File: src/rtl/ahb_arbiter.sv
// Round-robin AHB-Lite arbiter; grant moves only at legal handover points, 1-cycle arbitration.
// HREADY=0 freezes all state except an error response, which aborts the burst tracking.
module ahb_arbiter #(
    parameter int NUM_MASTERS    = 4,
    parameter int MST_W          = 2,
    parameter int MAX_INCR_BEATS = 16
) (
    input  logic                   HCLK,
    input  logic                   HRESET,
    input  logic [NUM_MASTERS-1:0] HBUSREQ,
    input  logic [NUM_MASTERS-1:0] HLOCK,
    input  logic [1:0]             HTRANS,
    input  logic [2:0]             HBURST,
    input  logic                   HREADY,
    input  logic                   HRSP,
    output logic [NUM_MASTERS-1:0] HGRANT,
    output logic [MST_W-1:0]       HMASTER,
    output logic                   HMASTLOCK,
    output logic [1:0]             ARB_STATE
);

    typedef enum logic [1:0] {
        PARK      = 2'b00,
        OWNED     = 2'b01,
        FIXBURST  = 2'b10,
        INCRBURST = 2'b11
    } state_t;

    localparam logic [4:0] INCR_MAX = 5'(MAX_INCR_BEATS);

    state_t                   state_q, state_d;
    logic [3:0]               beat_cnt_q, beat_cnt_d;
    logic [4:0]               incr_cnt_q, incr_cnt_d;
    logic [MST_W-1:0]         hmaster_q, hmaster_d;
    logic [NUM_MASTERS-1:0]   hgrant_q, hgrant_d;
    logic                     hmastlock_q, hmastlock_d;

    logic                     found;
    logic [MST_W-1:0]         winner;
    logic [MST_W-1:0]         cand;
    logic                     is_nonseq, is_seq, final_beat, elig;

    // Scan starts just after the current owner so the owner itself is checked last.
    always_comb begin
        found  = 1'b0;
        winner = '0;
        cand   = '0;
        for (int k = 1; k <= NUM_MASTERS; k++) begin
            cand = MST_W'((int'(hmaster_q) + k) % NUM_MASTERS);
            if (!found && HBUSREQ[cand]) begin
                found  = 1'b1;
                winner = cand;
            end
        end
    end

    always_comb begin
        state_d     = state_q;
        beat_cnt_d  = beat_cnt_q;
        incr_cnt_d  = incr_cnt_q;
        hmaster_d   = hmaster_q;
        hmastlock_d = hmastlock_q;
        is_nonseq   = (HTRANS == 2'b10);
        is_seq      = (HTRANS == 2'b11);
        final_beat  = (state_q == FIXBURST) && (beat_cnt_q == 4'd1) && is_seq;
        elig        = 1'b0;

        if (HREADY) begin
            if (is_nonseq) begin
                unique case (HBURST)
                    3'b001: begin
                        state_d    = INCRBURST;
                        incr_cnt_d = '0;
                    end
                    3'b010, 3'b011: begin
                        state_d    = FIXBURST;
                        beat_cnt_d = 4'd3;
                    end
                    3'b100, 3'b101: begin
                        state_d    = FIXBURST;
                        beat_cnt_d = 4'd7;
                    end
                    3'b110, 3'b111: begin
                        state_d    = FIXBURST;
                        beat_cnt_d = 4'd15;
                    end
                    default: state_d = OWNED;
                endcase
            end else if (state_q == FIXBURST) begin
                if (is_seq) begin
                    if (beat_cnt_q == 4'd1) begin
                        state_d    = OWNED;
                        beat_cnt_d = '0;
                    end else begin
                        beat_cnt_d = beat_cnt_q - 4'd1;
                    end
                end
            end else if (state_q == INCRBURST) begin
                if (is_seq) begin
                    if (incr_cnt_q != INCR_MAX) incr_cnt_d = incr_cnt_q + 5'd1;
                end else if (HTRANS == 2'b00) begin
                    state_d = OWNED;
                end
            end

            elig = !HLOCK[hmaster_q] &&
                   ((((state_q == PARK) || (state_q == OWNED)) && !is_nonseq) ||
                    final_beat ||
                    ((state_q == INCRBURST) && (incr_cnt_q == INCR_MAX)));

            if (elig) begin
                if (!found) begin
                    hmaster_d  = '0;
                    state_d    = PARK;
                    beat_cnt_d = '0;
                    incr_cnt_d = '0;
                end else if (winner != hmaster_q) begin
                    hmaster_d  = winner;
                    state_d    = OWNED;
                    beat_cnt_d = '0;
                    incr_cnt_d = '0;
                end else if (state_q == INCRBURST) begin
                    // Sole requester at the fairness limit keeps bursting with a fresh budget.
                    state_d    = INCRBURST;
                    incr_cnt_d = '0;
                end else begin
                    state_d = OWNED;
                end
            end

            hmastlock_d = HLOCK[hmaster_d];
        end else if (HRSP) begin
            state_d    = OWNED;
            beat_cnt_d = '0;
            incr_cnt_d = '0;
        end
    end

    always_comb begin
        hgrant_d            = '0;
        hgrant_d[hmaster_d] = 1'b1;
    end

    always_ff @(posedge HCLK or negedge HRESET) begin
        if (!HRESET) begin
            state_q     <= PARK;
            beat_cnt_q  <= '0;
            incr_cnt_q  <= '0;
            hmaster_q   <= '0;
            hgrant_q    <= {{(NUM_MASTERS-1){1'b0}}, 1'b1};
            hmastlock_q <= 1'b0;
        end else begin
            state_q     <= state_d;
            beat_cnt_q  <= beat_cnt_d;
            incr_cnt_q  <= incr_cnt_d;
            hmaster_q   <= hmaster_d;
            hgrant_q    <= hgrant_d;
            hmastlock_q <= hmastlock_d;
        end
    end

    assign HGRANT    = hgrant_q;
    assign HMASTER   = hmaster_q;
    assign HMASTLOCK = hmastlock_q;
    assign ARB_STATE = state_q;

endmodule

File: config.mk
export PLATFORM = sky130hd
export DESIGN_NAME = ahb_arbiter
export DESIGN_NICKNAME = d
export VERILOG_FILES = /design/src/rtl/ahb_arbiter.sv
export SDC_FILE = /design/constraint.sdc
export NUM_CORES = 1
export LEC_CHECK = 0
export ABC_AREA = 0
export CAP_MARGIN = 30
export CELL_PAD_IN_SITES_DETAIL_PLACEMENT = 2
export CELL_PAD_IN_SITES_GLOBAL_PLACEMENT = 2
export CORE_ASPECT_RATIO = 2
export CORE_MARGIN = 1
export CORE_UTILIZATION = 33
export DETAILED_ROUTE_END_ITERATION = 16
export PLACE_DENSITY = 0.8
export SLEW_MARGIN = 5
export SYNTH_ARGS = -nofsm -noshare
export SYNTH_HDL_FRONTEND = slang
export SYNTH_SLANG_ARGS = --single-unit
File: constraint.sdc
create_clock -name HCLK -period 6.6 [get_ports HCLK]
set_clock_uncertainty 0.1 [all_clocks]
set_input_delay 1.32 -clock HCLK [delete_from_list [all_inputs] [get_ports HCLK]]
set_output_delay 1.32 -clock HCLK [all_outputs]
set_load 0.01 [all_outputs]
# Yosys cells after proc, flatten, opt, wreduce, memory -nomap -nowiden

Cells that the tools add are included.

Bits in registers: 18
Bits of input ports: 17
Word-level logic and storage cells: 129

$add $sub $neg: 6
Magnitude comparators: 8
Eq/ne operators: 21
Multiplexer cells: 63
Reduce and logical (&&, ||, !) cells: 25

Operators with widths:

| cell                  | number |
|---|---|
| $mux W5               | 12 |
| $mux W2               | 22 |
| $mux W4               | 9 |
| $lt A2 B3 Y1 const B  | 7 |
| $bmux W1 S2           | 6 |
| $eq A3 B3 Y1 const B  | 4 |
| $pmux W4 S3           | 1 |
| $mux W1               | 11 |
| $ne A5 B3 Y1 const B  | 2 |
| $logic_and A1 B1 Y1   | 9 |
| $eq A2 B2 Y1 const B  | 4 |
| $eq A3 B2 Y1 const B  | 2 |
| $ne A6 B4 Y1 const B  | 1 |
| $reduce_and A6 Y1     | 1 |
| $reduce_or A2 Y1      | 3 |
| $reduce_or A6 Y1      | 1 |
| $add A5 B1 Y5 const B | 1 |
| $eq A5 B5 Y1 const B  | 1 |
| $logic_not A1 Y1      | 5 |
| $ne A5 B1 Y1 const B  | 1 |
| $ne A5 B4 Y1 const B  | 1 |
| $ne A5 B5 Y1 const B  | 1 |
| $add A2 B1 Y2 const B | 2 |
| $add A2 B2 Y2 const B | 2 |
| 11 further kinds      | 14 |

# Longest topological paths before layout

Gate-level depths: netlist of the first run.

Depth after elaboration: 23
Mapped depth: 9
Mapped depth without buffers: 8

# Worst setup path after synthesis of the first run

No wires, ideal clock.

Kind: input to register
Start: in HBUSREQ[1]
End: reg incr_cnt_q[1]
Setup time: 0.082 ns
Arrival: 2.795 ns
Required time: 6.418 ns
Path slack: 3.623 ns
Cell stages on the path: 7
Buffers on the path: 1
Cells stage by stage: buf_4 -> or3b_1 -> a2111o_1 -> a21boi_2 -> o211ai_4 -> o22a_1 -> o22ai_1

Longest elaborated chain between the ends: 17
Elaborated cells between the ends (all ways): 27
Classes of those cells: eq/ne: 1; mux: 20; reduce/logical: 6

Ends and longest elaborated chain:

| what                          | RTL line | RTL |
|---|---|---|
| start: declaration            | 10       | `input logic [NUM_MASTERS-1:0] HBUSREQ,` |
| $bmux W1 S2                   | 50       | `if (!found && HBUSREQ[cand]) begin` |
| $mux W1 (not written as such) | 50       |  |
| $mux W1                       | 50       |  |
| $logic_not A1 Y1              | 50       |  |
| $logic_and A1 B1 Y1           | 50       |  |
| $mux W1                       | 50       |  |
| $logic_not A1 Y1              | 50       |  |
| $logic_and A1 B1 Y1           | 50       |  |
| $mux W1                       | 50       |  |
| $logic_not A1 Y1              | 50       |  |
| $logic_and A1 B1 Y1           | 50       |  |
| $mux W2                       | 50       |  |
| $ne A2 B2 Y1                  | 117      | `end else if (winner != hmaster_q) begin` |
| $mux W5                       | 117      |  |
| $mux W5 *                     | 112      | `if (!found) begin` |
| $mux W5 *                     | 111      | `if (elig) begin` |
| $mux W5 *                     | 68       | `if (HREADY) begin` |
| end signal: assignment        | 155      | `incr_cnt_q <= incr_cnt_d;` |
| end: declaration              | 33       | `logic [4:0] incr_cnt_q, incr_cnt_d;` |

Mark *: on every way between the ends. The rest lies on a longest branch, timed or not. The select of a mux whose other input is x is not followed.
A chain may end at the register's enable or synchronous reset.

# Final worst setup path of the first run

Start: in HTRANS[1]
End: reg hmastlock_q, in the netlist HMASTLOCK

Longest elaborated chain between the ends: 10
Elaborated cells between the ends (all ways): 12
Classes of those cells: eq/ne: 2; mux: 4; reduce/logical: 6

Ends and longest elaborated chain:

| what                            | RTL line | RTL |
|---|---|---|
| start: declaration              | 12       | `input logic [1:0] HTRANS,` |
| $eq A2 B2 Y1                    | 63       | `is_nonseq = (HTRANS == 2'b10);` |
| $logic_not A1 Y1                | 107      | `((((state_q == PARK) \|\| (state_q == OWNED)) && !is_nonseq) \|\|` |
| $logic_and A1 B1 Y1             | 107      |  |
| $logic_or A1 B1 Y1 *            | 107      |  |
| $logic_or A1 B1 Y1 *            | 108      | `final_beat \|\|` |
| $logic_and A1 B1 Y1 *           | 106      | `elig = !HLOCK[hmaster_q] &&` |
| $mux W2 *                       | 111      |  |
| $mux W2 *                       | 68       |  |
| $bmux W1 S2 *                   | 131      | `hmastlock_d = HLOCK[hmaster_d];` |
| $mux W1 (not written as such) * | 131      |  |
| end signal: assignment          | 158      | `hmastlock_q <= hmastlock_d;` |
| end: declaration                | 36       | `logic hmastlock_q, hmastlock_d;` |

Marked as above.

==> flow_metrics.py, run 1 <==
metrics = {
    "outcome": {
        "outcome": "completed",
    },
    "clock_network": {
        "insertion_delay_ps": 260,
        "cts_buffers": 3,
        "htreeDepth": 1,
        "ctsResizeCount": 0,
        "cts_tree": "yes",
        "clockBufferDepth": 2,
        "clk_pin_slew_ps": 70,
        "cts.sinks": 18,
        "root_buffer": "clkbuf_8",
        "holdBufCountCts": 0,
        "cts_setup_buffers": 0,
    },
    "drt": {
        "vias": 1418,
        "drt_first_pass_iters": 4,
        "vias_per_cell": 5.88,
        "wl_per_cell_um": 19.7,
        "drc": 0,
        "wl_um": 4740,
        "drtIter0Drc": 27,
        "postRouteAntennaNets": 0,
    },
    "synthesis": {
        "yosysWarnings": 0,
        "synthAdderAreaFrac_pct": 3.47,
        "synth.distinct_cells": 54,
        "synth_ff_type": "dfrtp_1",
        "yosysSeqAreaShare_pct": 31.3,
        "synth_area_per_cell_um2": 8.54,
        "ys_seq_elements": 18,
        "syn-num-nets": 190,
        "synth_top_family_by_area": "compound AO/OA/AOI/OAI gates",
        "synth-xor-area-share_pct": 0.607,
        "synth_compound_gate_area_share_pct": 30.0,
        "synth_top_area_share_pct": 29.5,
        "synth_area_um2": 1440,
        "synthCells": 169,
        "synth_area_leaders": "dfrtp_1 (29%), nand2_1 (3.9%), a21oi_1 (3.8%)",
        "muxShareOfSynthArea_pct": 4.33,
        "yosysTopAreaCell": "dfrtp_1",
        "synth-simple-area-share_pct": 23.9,
        "ys_async_sr_fraction_pct": 100,
        "synth_edf_count": 0,
    },
    "global_routing": {
        "grt_usage_pct": 21.6,
        "grt_max_degree": 19,
        "grt_pass1_wl_um": 7690,
        "antenna_found_initial": 0,
        "grt_overflow": 0,
        "grt_pass1_vias": 1594,
    },
    "min_path": {
        "hp-class": "flop to flop",
        "hold_depth": 1,
        "hp-start": "beat_cnt_q[1]$_DFFE_PN0N_",
        "whs_endpoint": "beat_cnt_q[1]$_DFFE_PN0N_",
    },
    "setup_path": {
        "r2r-end": "beat_cnt_q[0]$_DFFE_PN0N_",
        "r2r-start": "beat_cnt_q[1]$_DFFE_PN0N_",
        "worstSetupPathType": "input pin to flop",
        "critPathLaunchType": "input pin",
        "worstPathArrival_ps": 3790,
        "r2r_cells": 8,
        "ff2ff_setup_slack_ps": 4020,
        "cp_max_fo": 9,
        "required_ps": 6660,
        "worstSetupEndpointType": "flop",
    },
    "sta": {
        "final.min_clock_period_ps": 3730,
        "hold_violations": 0,
        "finalCritPeriodShare_pct": 56.5,
        "holdWs_ps": 437,
        "rsz0062_at_grt": "false",
        "tightestPinTransition_ps": 735,
        "relSlewSlack_pct": 50.7,
        "setup_tns_ps": 0,
        "setup_violations": 0,
        "slew_viol_final": 0,
        "max_freq_ghz": 0.268,
    },
    "die": {
        "core-area_um2": 4130,
        "die_w_um": 48.8,
        "initial_core_util_pct": 35.0,
        "ios": 26,
        "rows": 33,
        "die-area_um2": 4660,
        "die_h_um": 95.5,
    },
    "power_and_ir_drop": {
        "power_density_nw_per_um2": 297,
        "comb_power_share_pct": 48.1,
        "netSwitchingPower_w": 0.000216,
        "pwr-share-seq_pct": 34.3,
        "leakage_nw": 0.710,
        "irDropWorstVdd_mv": 0.116,
        "internal-power_w": 0.000310,
        "clockPowerShare_pct": 17.7,
        "power_w": 0.000526,
        "swShare_pct": 41.1,
    },
    "placement": {
        "portBuffers": 25,
        "gp_congestion": 0.840,
        "place_area_um2": 1700,
        "hpwl_um": 3740,
    },
    "finish": {
        "final_nets": 211,
        "finish.utilization_pct": 42.9,
        "syn2layout_area_growth_pct": 22.6,
        "num-fill-cells": 459,
        "n_antenna_cell": 0,
        "final_area_um2": 1770,
        "final_layout_size_suffix_gt1_share_pct": 7.41,
    },
    "run": {
        "cap_violations": 0,
    },
}
per-stage QoR:
stage | cells | setup slack, ps
6_report | 241 | 2870
4_1_cts | 240 | 2920
3_3_place_gp | 236 | 2850
5_1_grt | 241 | 2820
2_1_floorplan | 169 | 3620
3_5_place_dp | 236 | 2650
Yosys cell counts (2+ instances only):
| cell type | number |
|---|---|
| dfrtp_1 | 17 |
| o21a_1 | 2 |
| o21ai_0 | 9 |
| o2bb2ai_1 | 3 |
| a21o_1 | 2 |
| nand2_1 | 15 |
| a32o_1 | 2 |
| nand3_1 | 3 |
| buf_2 | 5 |
| a211o_1 | 2 |
| a21oi_1 | 11 |
| mux2i_1 | 4 |
| a31oi_1 | 4 |
| o21ai_1 | 2 |
| mux2_2 | 2 |
| nor3_1 | 7 |
| nor2b_1 | 3 |
| o22ai_1 | 4 |
| inv_1 | 9 |
| ha_1 | 4 |
| and3b_1 | 2 |
| nand2b_1 | 4 |
| nand3b_1 | 3 |
| buf_4 | 2 |
| nor2_1 | 12 |
| clkbuf_1 | 2 |
| nor3b_1 | 3 |
| nand4_1 | 4 |
| nor4_1 | 2 |
cells by family after synthesis:
| group | count (synthesis) |
|---|---|
| AOI/OAI and AO/OA | 57 |
| xor gates and xnor gates | 1 |
| adders and majority gates | 4 |
| buffers and inverters | 19 |
| DFF | 18 |
| muxes | 6 |
| and+or+nand+nor | 64 |
layout by cell type, fill, tap and decap left out, types with 7 or more instances in the layout:
master and count:
clkdlybuf4s50_1 25, nor3_1 7, a21oi_1 11, dfrtp_1 17, o21ai_0 9, nor2_1 12
nand2_1 15, inv_1 9
state kept, by name (all words and copies together), names as in the netlist:
signal / flops
HMASTLOCK: 1
beat_cnt_q: 4
ARB_STATE: 2
HGRANT: 4
incr_cnt_q: 5
HMASTER: 2
critical path, stage by stage:
cell,delay [ps]
clkdlybuf4s50_1,550
nor2b_1,620
o32ai_4,220
o21a_1,340
a21boi_0,290
mux2i_1,130
a221oi_1,310
cell type report:
class / count / area (um^2) / share of cell area, %
Multi-Input combinational cell: 132 / 900 / 50.8
Sequential cell: 18 / 452 / 25.5
Timing Repair Buffer: 26 / 265 / 15.0
Inverter: 9 / 33.8 / 1.91
Tap cell: 52 / 65.1 / 3.67
Clock buffer: 4 / 55.1 / 3.11
power groups by stage:
stage | sequential (W) | clock [W] | combinational (W)
3_5_place_dp | 0.000183 | 0 | 0.000253
6_report | 0.000180 | 0.0000930 | 0.000253
2_1_floorplan | 0.000166 | 0 | 0.000170
4_1_cts | 0.000181 | 0.0000947 | 0.000255
3_3_place_gp | 0.000177 | 0 | 0.000239
5_1_grt | 0.000185 | 0.0000992 | 0.000273
worst max path at each step:
stage | to | cells past startpoint | startpoint | slack [ps]
6_report | HMASTLOCK$_DFFE_PN0P_ | 7 | HTRANS[1] | 2870
5_1_grt | beat_cnt_q[1]$_DFFE_PN0N_ | 7 | HTRANS[1] | 2820
4_1_cts | HMASTLOCK$_DFFE_PN0P_ | 7 | HTRANS[1] | 2920
3_5_place_dp | HMASTLOCK$_DFFE_PN0P_ | 7 | HTRANS[1] | 2650
3_3_place_gp | HMASTLOCK$_DFFE_PN0P_ | 7 | HTRANS[1] | 2850
2_1_floorplan | incr_cnt_q[1]$_DFFE_PN0N_ | 7 | HBUSREQ[1] | 3620
per-layer routing:
metal / global-route usage, % / up-vias / wire length, um
met2: 44.4 / 32 / 2740
met4: 9.56 / 0 / 92
li1: - / 671 / -
met1: 20.9 / 706 / 1810
met5: 0 / - / 0
met3: 2.07 / 9 / 100
Power figures use the tool's default switching activity.
==> run 2: changes to the inputs <==
--- a/config.mk
+++ b/config.mk
@@ -11,9 +11,9 @@
 export CELL_PAD_IN_SITES_GLOBAL_PLACEMENT = 2
 export CORE_ASPECT_RATIO = 2
 export CORE_MARGIN = 1
-export CORE_UTILIZATION = 33
+export CORE_UTILIZATION = 31
 export DETAILED_ROUTE_END_ITERATION = 16
-export PLACE_DENSITY = 0.8
+export PLACE_DENSITY = 0.76
 export SLEW_MARGIN = 5
 export SYNTH_ARGS = -nofsm -noshare
 export SYNTH_HDL_FRONTEND = slang
==> constraint.sdc (replaced) <==
create_clock -name HCLK -period 3.8 [get_ports HCLK]
set_clock_uncertainty 0.1 [all_clocks]
set_input_delay 0.76 -clock HCLK [delete_from_list [all_inputs] [get_ports HCLK]]
set_output_delay 0.76 -clock HCLK [all_outputs]
set_load 0.01 [all_outputs]
==> run 2 against run 1 <==
  * Worst hold slack better by 2.0 ps
  * Die area is 6.3% higher
  * Wire length is 2.5% lower
  * Final cell count is 0.83% higher
  * Register-to-register slack worse by 2800 ps
  * Combinational power is 72% higher
  * Count of clock-buffer cells in the layout stayed put
  * Critical endpoint unchanged
  * Largest cell class unchanged
  * Largest power group unchanged
==> flow_metrics.py, run 2 (same netlist as run 1, synthesis figures left out) <==
metrics = {
    "setup_path": {
        "critPathLaunchType": "input pin",
        "worstSetupEndpointType": "flop",
        "worstPathArrival_ps": 2930,
        "r2r-start": "beat_cnt_q[1]$_DFFE_PN0N_",
        "startpoint": "HBUSREQ[3]",
        "ff2ff_setup_slack_ps": 1190,
        "crit_path_end": "HMASTLOCK$_DFFE_PN0P_",
        "worst_path_max_delay_cell": "clkdlybuf4s50_1",
        "worstSetupPathType": "input pin to flop",
        "required_ps": 3850,
        "critPathMaxStageDelay_ps": 600,
        "r2r_cells": 8,
        "path_cells": "clkdlybuf4s50_1, nor3b_1, a211o_1, nand3b_1, a221oi_2, mux2i_1, a221oi_1",
        "cp_max_fo": 11,
        "r2r-end": "beat_cnt_q[0]$_DFFE_PN0N_",
    },
    "global_routing": {
        "grt_pass1_vias": 1590,
        "grt_overflow": 0,
        "grt_usage_pct": 20.8,
        "grt_pass1_wl_um": 7820,
        "antenna_found_initial": 0,
        "grt_max_degree": 19,
    },
    "finish": {
        "regMostFlops": "incr_cnt_q",
        "final_cell_mix": "clkdlybuf4s50_1 (25), dfrtp_1 (17), nand2_1 (15)",
        "num-fill-cells": 513,
        "syn2layout_area_growth_pct": 22.3,
        "seqCellArea_um2": 452,
        "final_nets": 211,
        "instances_no_fill": 243,
        "final_layout_size_suffix_gt1_share_pct": 7.41,
        "largest_reg_flops": 5,
        "final_area_um2": 1770,
        "multi_input_area_um2": 900,
        "n_antenna_cell": 0,
        "layout_commonest_cell": "clkdlybuf4s50_1",
    },
    "sta": {
        "relSlewSlack_pct": 43.6,
        "setup_violations": 0,
        "max_freq_ghz": 0.347,
        "final.min_clock_period_ps": 2880,
        "tightestPinTransition_ps": 843,
        "setup_slack_ps": 916,
        "hold_violations": 0,
        "finalCritPeriodShare_pct": 75.9,
        "rsz0062_at_grt": "false",
        "slew_viol_final": 0,
        "setup_tns_ps": 0,
    },
    "drt": {
        "drc": 0,
        "vias_per_cell": 5.78,
        "drtIter0Drc": 11,
        "postRouteAntennaNets": 0,
        "wl_um": 4620,
        "vias": 1404,
        "drt_first_pass_iters": 4,
        "wl_per_cell_um": 19.0,
    },
    "die": {
        "ios": 26,
        "core-area_um2": 4420,
        "die_w_um": 50.3,
        "die-area_um2": 4950,
        "initial_core_util_pct": 32.6,
        "die_h_um": 98.5,
        "rows": 34,
    },
    "min_path": {
        "hp-start": "beat_cnt_q[1]$_DFFE_PN0N_",
        "hp-class": "flop to flop",
    },
    "outcome": {
        "outcome": "completed",
    },
    "power_and_ir_drop": {
        "irDropWorstVdd_mv": 0.279,
        "power_density_nw_per_um2": 510,
        "leakage_nw": 0.708,
        "power_w": 0.000900,
    },
    "clock_network": {
        "clockBufferDepth": 2,
        "cts_setup_buffers": 0,
        "htreeDepth": 1,
        "clk_pin_slew_ps": 70,
        "cts.sinks": 18,
        "cts_buffers": 3,
        "root_buffer": "clkbuf_8",
        "ctsResizeCount": 0,
        "insertion_delay_ps": 260,
        "cts_tree": "yes",
        "holdBufCountCts": 0,
    },
    "placement": {
        "hpwl_um": 3780,
        "portBuffers": 25,
        "pre_cts_ws_ps": 616,
        "place_area_um2": 1710,
        "gp_congestion": 0.756,
        "dp.cells": 239,
    },
    "run": {
        "cap_violations": 0,
    },
}
==> run 2: changes by cell type in the layout (fill, tap and decap cells not counted) <==
cell and delta:
buf_4 +1, buf_8 -1
==> run 2: where the power goes <==
part / internal (W) / leakage, nW / switching [W]
combinational: 0.000206 / 0.447 / 0.000228
sequential: 0.000239 / 0.233 / 0.0000700
clock: 0.0000921 / 0.0288 / 0.0000653
==> run 2: cell type report <==
type,instances,area share [%]
Clock buffer,4,3.12
Inverter,9,1.91
Multi-Input combinational cell,132,51.0
Sequential cell,18,25.6
Tap cell,54,3.83
Timing Repair Buffer,26,14.6
==> run 2: worst min path at each step <==
stage | to | slack [ps] | cells after the start
after floorplan | ARB_STATE[0]$_DFFE_PN0P_ | 360 | 0
after global placement | beat_cnt_q[1]$_DFFE_PN0N_ | 400 | 1
after detailed placement | beat_cnt_q[1]$_DFFE_PN0N_ | 420 | 1
after CTS | beat_cnt_q[1]$_DFFE_PN0N_ | 440 | 1
after global routing | incr_cnt_q[2]$_DFFE_PN0N_ | 480 | 1
final | beat_cnt_q[1]$_DFFE_PN0N_ | 440 | 1
==> run 2: worst max-delay path, delay by kind of cell <==
| family | cells | cell delay [ps] |
|---|---|---|
| AO/OA/AOI/OAI | 3 | 960 |
| buffers and inverters | 1 | 600 |
| AND/OR/NAND/NOR | 2 | 500 |
| multiplexers | 1 | 120 |
==> run 2: layer usage <==
| layer | GRT usage, % | wire length [um] |
|---|---|---|
| met5 | 0 | 0 |
| met4 | 6.59 | 76 |
| met3 | 2.16 | 113 |
| met2 | 43.2 | 2810 |
| met1 | 19.3 | 1630 |
==> run 2: stage by stage <==
step	util [%]	hold WS (ps)
final	39.9	439
after global routing	39.9	481
after global placement	38.7	399
after CTS	39.9	439
after floorplan	-	364
after detailed placement	38.7	419
==> run 3: changes to the inputs <==
==> constraint.sdc (replaced) <==
create_clock -name HCLK -period 2.8 [get_ports HCLK]
set_clock_uncertainty 0.1 [all_clocks]
set_input_delay 0.56 -clock HCLK [delete_from_list [all_inputs] [get_ports HCLK]]
set_output_delay 0.56 -clock HCLK [all_outputs]
set_load 0.01 [all_outputs]
==> run 3 against run 2 <==
  * Via count rose by 4.3%
  * Critical path type is now flop to flop
  * Critical endpoint is now HGRANT[1]$_DFF_PN0_
  * Power rose by 42%
  * Wire length rose by 9.2%
==> flow_metrics.py, run 3 (same netlist as run 1, synthesis figures left out) <==
metrics = {
    "sta": {
        "relSlewSlack_pct": 66.7,
        "final.min_clock_period_ps": 2590,
        "rsz0062_at_grt": "false",
        "setup_slack_ps": 215,
        "max_freq_ghz": 0.387,
        "finalCritPeriodShare_pct": 92.3,
        "slew_viol_final": 0,
        "setup_tns_ps": 0,
        "setup_violations": 0,
        "tightestPinTransition_ps": 498,
        "hold_violations": 0,
    },
    "setup_path": {
        "worstSetupEndpointType": "flop",
        "critPathLaunchType": "flop",
        "worst_path_max_delay_cell": "or3b_4",
        "crit_family": "compound AO/OA/AOI/OAI gates",
        "path_cells": "inv_1, ha_1, or3b_4, o32ai_4, o21a_1, buf_4, nand3_1, o21ai_1, nor2b_1",
        "cp_max_fo": 7,
        "worstSetupPathType": "flop to flop",
        "critPathMaxStageDelay_ps": 440,
        "r2r_cells": 9,
        "crit_buf_inv": 2,
        "ff2ff_setup_slack_ps": 210,
        "worstPathArrival_ps": 2670,
        "startpoint": "beat_cnt_q[1]$_DFFE_PN0N_",
        "r2r-start": "beat_cnt_q[1]$_DFFE_PN0N_",
        "r2r-end": "HGRANT[1]$_DFF_PN0_",
        "required_ps": 2890,
    },
    "die": {
        "die_h_um": 98.5,
        "die_w_um": 50.3,
        "initial_core_util_pct": 32.6,
        "ios": 26,
        "core-area_um2": 4420,
        "rows": 34,
        "die-area_um2": 4950,
    },
    "clock_network": {
        "clockBufferDepth": 2,
        "cts_tree": "yes",
        "holdBufCountCts": 0,
        "htreeDepth": 1,
        "clk_pin_slew_ps": 80,
        "ctsResizeCount": 0,
        "insertion_delay_ps": 260,
        "cts.sinks": 18,
        "cts_setup_buffers": 0,
        "cts_buffers": 3,
        "root_buffer": "clkbuf_8",
    },
    "min_path": {
        "hp-start": "beat_cnt_q[1]$_DFFE_PN0N_",
        "hold_depth": 1,
        "hp-class": "flop to flop",
        "whs_endpoint": "beat_cnt_q[1]$_DFFE_PN0N_",
    },
    "finish": {
        "regMostFlops": "incr_cnt_q",
        "final_layout_size_suffix_gt1_share_pct": 12.9,
        "final_nets": 223,
        "layout_commonest_cell": "clkdlybuf4s50_1",
        "n_antenna_cell": 0,
        "syn2layout_area_growth_pct": 28.5,
        "final_area_um2": 1860,
        "final_cell_mix": "clkdlybuf4s50_1 (25), dfrtp_1 (17), nand2_1 (15)",
        "largest_reg_flops": 5,
    },
    "drt": {
        "drtIter0Drc": 12,
        "vias_per_cell": 5.74,
        "vias": 1464,
        "drt_first_pass_iters": 3,
        "wl_um": 5050,
        "wl_per_cell_um": 19.8,
        "postRouteAntennaNets": 0,
        "drc": 0,
    },
    "power_and_ir_drop": {
        "comb_power_share_pct": 50.4,
        "internal-power_w": 0.000764,
        "power_density_nw_per_um2": 691,
        "leakage_nw": 0.766,
        "swShare_pct": 40.4,
        "irDropWorstVdd_mv": 0.250,
        "pwr-share-seq_pct": 32.2,
        "clockPowerShare_pct": 17.4,
        "netSwitchingPower_w": 0.000519,
    },
    "global_routing": {
        "grt_max_degree": 19,
        "grt_pass1_vias": 1668,
        "antenna_found_initial": 0,
        "grt_overflow": 0,
        "grt_pass1_wl_um": 8340,
        "grt_usage_pct": 22.0,
    },
    "placement": {
        "hpwl_um": 4140,
        "pre_cts_ws_ps": -14.2,
        "gp_congestion": 0.779,
        "portBuffers": 25,
        "place_area_um2": 1800,
    },
    "run": {
        "cap_violations": 0,
    },
    "outcome": {
        "outcome": "completed",
    },
}
-- run 3: final cells by class --
| cell class | count | area [um^2] |
|---|---|---|
| inverter | 9 | 33.8 |
| multi-input combinational | 132 | 900 |
| timing repair buffer | 38 | 348 |
| clock buffer | 4 | 55.1 |
| tap | 54 | 67.6 |
| fill | 523 | 2570 |
| sequential | 18 | 452 |
-- run 3: worst reg2reg max path: stages (launching register included) --
cell     delay (ps)
dfrtp_1         410
inv_1            80
ha_1            190
or3b_4          440
o32ai_4         300
o21a_1          320
buf_4           180
nand3_1          70
o21ai_1         230
nor2b_1         190
-- run 3: power groups by stage --
stage | Combinational (W) | Sequential [W] | Clock [W]
2_1_floorplan | 0.000400 | 0.000392 | 0
3_3_place_gp | 0.000618 | 0.000411 | 0
3_5_place_dp | 0.000653 | 0.000421 | 0
4_1_cts | 0.000658 | 0.000415 | 0.000226
5_1_grt | 0.000703 | 0.000425 | 0.000233
6_report | 0.000647 | 0.000413 | 0.000223
-- run 3: worst max-delay path by stage --
stage / end / cells past startpoint
3_5_place_dp: HGRANT[2]$_DFF_PN0_ / 7
2_1_floorplan: incr_cnt_q[1]$_DFFE_PN0N_ / 7
3_3_place_gp: HMASTLOCK$_DFFE_PN0P_ / 7
4_1_cts: HGRANT[1]$_DFF_PN0_ / 9
5_1_grt: HGRANT[1]$_DFF_PN0_ / 9
6_report: HGRANT[1]$_DFF_PN0_ / 9
-- run 3: per-layer routing --
layer | GRT usage (%) | vias to the layer above | wire (um)
li1 | - | 695 | -
met1 | 20.8 | 740 | 1780
met2 | 46.7 | 23 | 3120
met3 | 1.54 | 6 | 88
met4 | 5.71 | 0 | 59
met5 | 0 | - | 0
-- run 3: stage by stage --
step                      power, W  cells  hold slack [ps]  util (%)
after global routing       0.00136    255              465      41.9
after floorplan           0.000793    169              164         -
after CTS                  0.00130    255              450      41.9
after detailed placement   0.00107    251              429      40.7
final                      0.00128    255              444      41.9
after global placement     0.00103    251              404      40.7
